## src/rtl/cond_unit.sv

```systemverilog
// Conditional-execution stage: holds NZCV, evaluates the condition field,
// gates decoder strobes and keeps saturating executed/skipped counters.
module cond_unit #(
    parameter int unsigned CNT_W = 16
) (
    input  logic             clk,
    input  logic             reset_n,
    input  logic [3:0]       cond,
    input  logic [3:0]       alu_flags,
    input  logic             pcs,
    input  logic             reg_w,
    input  logic             mem_w,
    input  logic             no_write,
    input  logic [1:0]       flag_w,
    input  logic             stall,
    output logic             pcsrc,
    output logic             reg_write,
    output logic             mem_write,
    output logic [3:0]       flags,
    output logic             carry_in,
    output logic             cond_ex,
    output logic [CNT_W-1:0] exec_count,
    output logic [CNT_W-1:0] skip_count
);

    logic [3:0]       flags_q, flags_d;
    logic [CNT_W-1:0] exec_q, exec_d;
    logic [CNT_W-1:0] skip_q, skip_d;
    logic             flag_n, flag_z, flag_c, flag_v;

    assign flag_n = flags_q[3];
    assign flag_z = flags_q[2];
    assign flag_c = flags_q[1];
    assign flag_v = flags_q[0];

    // Condition check against the registered flags only (no ALU bypass).
    always_comb begin
        cond_ex = 1'b0;
        unique case (cond)
            4'b0000: cond_ex = flag_z;
            4'b0001: cond_ex = ~flag_z;
            4'b0010: cond_ex = flag_c;
            4'b0011: cond_ex = ~flag_c;
            4'b0100: cond_ex = flag_n;
            4'b0101: cond_ex = ~flag_n;
            4'b0110: cond_ex = flag_v;
            4'b0111: cond_ex = ~flag_v;
            4'b1000: cond_ex = flag_c & ~flag_z;
            4'b1001: cond_ex = ~flag_c | flag_z;
            4'b1010: cond_ex = (flag_n == flag_v);
            4'b1011: cond_ex = (flag_n != flag_v);
            4'b1100: cond_ex = ~flag_z & (flag_n == flag_v);
            4'b1101: cond_ex = flag_z | (flag_n != flag_v);
            4'b1110, 4'b1111: cond_ex = 1'b1;
        endcase
    end

    // Zero-latency gating of the decoder strobes.
    always_comb begin
        pcsrc     = pcs & cond_ex & ~stall;
        reg_write = reg_w & ~no_write & cond_ex & ~stall;
        mem_write = mem_w & cond_ex & ~stall;
    end

    // Next flags and counters; both halves of NZCV update independently.
    always_comb begin
        flags_d = flags_q;
        exec_d  = exec_q;
        skip_d  = skip_q;
        if (!stall) begin
            if (cond_ex) begin
                if (flag_w[1]) flags_d[3:2] = alu_flags[3:2];
                if (flag_w[0]) flags_d[1:0] = alu_flags[1:0];
                if (exec_q != {CNT_W{1'b1}}) exec_d = exec_q + CNT_W'(1);
            end else begin
                if (skip_q != {CNT_W{1'b1}}) skip_d = skip_q + CNT_W'(1);
            end
        end
    end

    // State registers with synchronous active-low reset taking priority.
    always_ff @(posedge clk) begin
        if (!reset_n) begin
            flags_q <= 4'b0000;
            exec_q  <= '0;
            skip_q  <= '0;
        end else begin
            flags_q <= flags_d;
            exec_q  <= exec_d;
            skip_q  <= skip_d;
        end
    end

    assign flags      = flags_q;
    assign carry_in   = flags_q[1];
    assign exec_count = exec_q;
    assign skip_count = skip_q;

endmodule

```

## config.mk

```make
export PLATFORM = sky130hd
export DESIGN_NAME = cond_unit
export DESIGN_NICKNAME = d
export VERILOG_FILES = /design/src/rtl/cond_unit.sv
export SDC_FILE = /design/constraint.sdc
export NUM_CORES = 1
export LEC_CHECK = 0
export ABC_AREA = 0
export CAP_MARGIN = 0
export CORE_MARGIN = 4
export CORE_UTILIZATION = 43
export DETAILED_ROUTE_END_ITERATION = 7
export GPL_TIMING_DRIVEN = 0
export PLACE_DENSITY = 0.8
export SKIP_CTS_REPAIR_TIMING = 1
export SLEW_MARGIN = 20
export SYNTH_ARGS = -nofsm -noshare
export SYNTH_HDL_FRONTEND = slang
export SYNTH_SLANG_ARGS = --single-unit
```

## constraint.sdc

```tcl
create_clock -name clk -period 3.4 [get_ports clk]
set_input_delay 1.02 -clock clk [delete_from_list [all_inputs] [get_ports clk]]
set_output_delay 1.02 -clock clk [all_outputs]
set_load 0.03 [all_outputs]
```

After elaboration in Yosys (flattened, before gate mapping)
Index checks and enable logic that the tools add are counted.
{"block": "classes", "add_sub_neg": 2, "n_eq_ne": 19, "n_mux": 1, "n_bitwise": 18, "n_reduce_logical": 6}
{"op": "$add A16 B1 Y16 const B", "n": 2}
{"op": "$eq A4 B4 Y1 const B", "n": 8}
{"op": "$ne A16 B16 Y1 const B", "n": 2}
{"op": "$eq A4 B3 Y1 const B", "n": 4}
{"op": "$pmux W1 S15", "n": 1}
{"op": "$reduce_and A3 Y1", "n": 4}
{"op": "$and A1 B1 Y1", "n": 9}
{"op": "$eq A4 B2 Y1 const B", "n": 2}
{"op": "$not A1 Y1", "n": 7}
{"op": "$eq A4 B1 Y1 const B", "n": 1}
{"op": "$logic_not A4 Y1", "n": 1}
{"op": "$or A1 B1 Y1", "n": 2}
{"op": "$reduce_or A2 Y1", "n": 1}
{"op": "$eq A1 B1 Y1", "n": 1}
{"op": "$ne A1 B1 Y1", "n": 1}
{"block": "totals", "regBits": 36, "inputBits": 17, "out_inout_bits": 41, "word_cells": 50}

Depth between registers and ports, before layout
{"block": "logic_depth", "word_depth": 5, "ltp_mapped": 10, "ltp_nobuf": 8}

Least setup slack after synthesis
OpenSTA, ideal clock, no wires.
{"block": "synth_timing", "path_kind": "in2out", "startpoint": "input cond[2]", "endpoint": "output reg_write", "arrival_time_ns": 3.010, "required_time_ns": 2.380, "slack_ns": -0.630, "path_stages": 9, "path_buffers": 3, "cell_sequence": "clkbuf_2 > and3b_1 > a22oi_2 > xnor2_1 > a311oi_2 > buf_6 > or2_1 > buf_6 > nor3b_1"}
{"block": "synth_via", "elab_chain_len": 5, "word_cells_on_any_way": 20, "classes_between": "15 x eq/ne; 1 x mux; 2 x bitwise; 2 x reduce/logical"}
{"element": "start: declaration", "line": "8", "source": "input logic [3:0] cond,"}
{"element": "$eq A4 B4 Y1", "line": "39", "source": "unique case (cond)"}
{"element": "$reduce_or A2 Y1", "line": "39"}
{"element": "$pmux W1 S15 *", "line": "39"}
{"element": "$and A1 B1 Y1 * (2 in a row)", "line": "61", "source": "reg_write = reg_w & ~no_write & cond_ex & ~stall;"}
{"element": "end: declaration", "line": "17", "source": "output logic reg_write,"}
Mark *: on every way between the ends. The rest lies on a longest branch, timed or not.

Worst setup path in the final report
Ends and elaborated chain as after synthesis.

==> results.json <==
{
  "start_util_pct": 45.35,
  "clock_latency_ns": 0.30,
  "syn_area_per_cell_um2": 8.227,
  "fill_cells": 372,
  "vias_per_cell": 5.658,
  "drive_gt1_share_pct": 15.36,
  "multi_input_area_um2": 1262,
  "clock-sinks": 36,
  "first_pass_iters": 4,
  "ys_ff_latch": 36,
  "overflow": 0,
  "tightest_slew_ns": 0.7002,
  "ys_seq_area_share_pct": 35.75,
  "grt_pass1_wl_um": 8804,
  "leakagePower_nw": 1.100,
  "grt.busiest_layer": "met2",
  "cap_violations": 0,
  "row_count": 24,
  "wl_per_cell_um": 15.39,
  "timing.final.crit_share_pct": 106.4,
  "setup.worst_path.start_class": "primary input",
  "total_power_mw": 0.9628,
  "max-slew-margin-rel_pct": 52.96,
  "layout_min_cycle_time_ns": 3.618,
  "core_um2": 4444,
  "gr-usage-all-layers_pct": 18.09,
  "cp-startpoint": "cond[2]",
  "yosys_warnings": 0,
  "path_class": "primary input to output pin",
  "place_hpwl_um": 3799,
  "design_area_um2": 2930,
  "peakVddDrop_uv": 321.2,
  "numPortBuffers": 55,
  "finClkSkew_ns": 0.006871,
  "synth_top_cell_by_area": "dfxtp_1",
  "hold_violations": 0,
  "cts_tree": "built",
  "ys_async_sr_fraction_pct": 0,
  "area_growth_pct": 45.38,
  "place_area_um2": 2656,
  "numCtsBuffers": 5,
  "rrSetupSlack_ns": 0.75,
  "cts_buffer_depth": 2,
  "synth_nets": 264,
  "ios": 58,
  "synth_flop_cell": "dfxtp_1",
  "path_common_cell": "buf_6",
  "finalSetupViolations": 4,
  "endpoint_kind": "output pin",
  "pre_cts_slack_ns": -1.374,
  "grt_max_degree": 12,
  "outcome": "finished, violations left",
  "die_x_um": 76.47,
  "yosysTopAreaCellShare_pct": 35.75,
  "finish.utilization_pct": 65.93,
  "crit_path_max_incr_delay_ns": 0.22,
  "synthesis.area_um2": 2016,
  "die_h_um": 76.47,
  "required_ns": 2.38,
  "grtUsageMet3_pct": 5.556,
  "first_iter_violations": 185,
  "synth_edf_count": 0,
  "dr_total_vias": 2099,
  "final_common_cell": "clkdlybuf4s50_1",
  "syn_inst": 245,
  "regArea_um2": 720.7,
  "clk_pin_slew_ns": 0.08,
  "rr_startpoint": "flags[3]$_SDFFE_PN0P_",
  "cp_data_arrival_time_ns": 2.60,
  "synth_cell_type_count": 45,
  "cp-endpoint": "reg_write",
  "r2r.worst_path.cells": 10,
  "setup_ws_ns": -0.2181,
  "rsz0062_at_grt": "true",
  "crit_chain": "buf_12 -> and3b_1 -> a22oi_2 -> xnor2_1 -> a311oi_2 -> buf_6 -> or2_1 -> buf_6 -> nor3b_4 -> buf_6",
  "cpMaxStageDelayCell": "or2_1",
  "fmax_ghz": 0.2764,
  "yosys-top-cells-area": "dfxtp_1 36%, nand2_1 6.0%, mux2i_1 5.5%",
  "clockRootBuffer": "clkbuf_8",
  "final_nets": 337,
  "violations": "setup timing",
  "antenna_found_initial": 0,
  "r2r-end": "skip_count[7]$_SDFFE_PN0P_",
  "drv_slew": 0,
  "die_area_um2": 5847,
  "crit_path_max_fanout": 6,
  "drtAntennaViolNets": 0,
  "p_per_area_nw_per_um2": 328.6,
  "wl_um": 5708,
  "grt_pass1_vias": 1900,
  "use_met2_pct": 30.84,
  "hold_path.class": "register to register",
  "drc": 0,
  "place_congestion": 0.8490,
  "layout_common_cells": "49 x clkdlybuf4s50_1, 36 x dfxtp_1, 32 x nand2_1",
  "use_met1_pct": 22.01,
  "antennaDiodeCount": 0,
  "cts_max_level": 2
}
through the flow:
step / hold slack, ns / instances / setup TNS [ns]
after global placement: 0.4761 / 352 / -5.816
after CTS: 0.4960 / 360 / -5.010
final: 0.4922 / 371 / -0.6957
after floorplan: 0.6093 / 245 / -0.2234
after global routing: 0.5371 / 371 / -1.163
after detailed placement: 0.4880 / 352 / -7.337
power breakdown:
part	switching, mW	total [mW]	internal [mW]
combinational	0.101	0.201	0.100
clock	0.160	0.322	0.162
sequential	0.0109	0.439	0.429
total	0.272	0.963	0.691
registers in the layout, summed over array words and instances (netlist names):
signal and flops:
flags 4, skip_count 16, exec_count 16
synth_stat cells, types with 2 or more instances:
cell      number
buf_4          2
or3_1          8
clkbuf_1       5
buf_6          4
inv_1          4
mux2i_1       11
a31oi_1        2
nand2b_1       7
and2_1         3
xor2_1         6
o211ai_1       6
nand2_1       32
nor3b_1        2
o31ai_1        8
and3_1         8
nand4_1        4
or2_2          2
nand3_1       11
ha_1           2
a21oi_1       15
xnor2_1        5
o21ai_0        9
nor2_1        17
and3b_1        3
and4_1         3
or4_1          8
nor3_1         3
nor4_1         2
nor4b_1        2
dfxtp_1       36
layout make-up:
cell class                 count  share of cell area (%)
buffer                        12                   3.373
clock buffer                   6                   2.818
tap                           52                   2.220
clock inverter                 2                  0.3416
timing repair buffer          67                   22.93
sequential                    36                   24.59
inverter                       5                  0.6405
multi-input combinational    191                   43.08
cells by family after synthesis:
family,Yosys count,share of synthesized area [%]
muxes,11,5.463
adders and majority gates,2,1.241
DFF,36,35.75
buffers and inverters,18,5.275
AOI/OAI and AO/OA,48,15.64
xor gates and xnor gates,11,4.780
and+or+nand+nor,119,31.84
critical path: cells and delay by family:
kind	cells	cell delay [ns]
xor+xnor	1	0.15
simple gates	3	0.59
buf+inv	4	0.54
compound gates	2	0.30
per-layer routing:
metal | part of all wire (%) | up-vias | routed length [µm]
met3 | 5.5 | 7 | 312
met4 | 1.2 | 0 | 70
met1 | 44 | 990 | 2535
met2 | 49 | 65 | 2791
li1 | - | 1037 | -
met5 | 0 | - | 0
worst min-delay path by stage:
stage                               start                         end  cells after the start
2_1_floorplan  exec_count[8]$_SDFFE_PN0P_  exec_count[8]$_SDFFE_PN0P_                      2
3_3_place_gp   skip_count[9]$_SDFFE_PN0P_  skip_count[9]$_SDFFE_PN0P_                      2
3_5_place_dp   skip_count[9]$_SDFFE_PN0P_  skip_count[9]$_SDFFE_PN0P_                      2
4_1_cts        skip_count[9]$_SDFFE_PN0P_  skip_count[9]$_SDFFE_PN0P_                      2
5_1_grt        exec_count[4]$_SDFFE_PN0P_  exec_count[4]$_SDFFE_PN0P_                      2
6_report       skip_count[9]$_SDFFE_PN0P_  skip_count[9]$_SDFFE_PN0P_                      2
(Power assumes the default switching activity.)
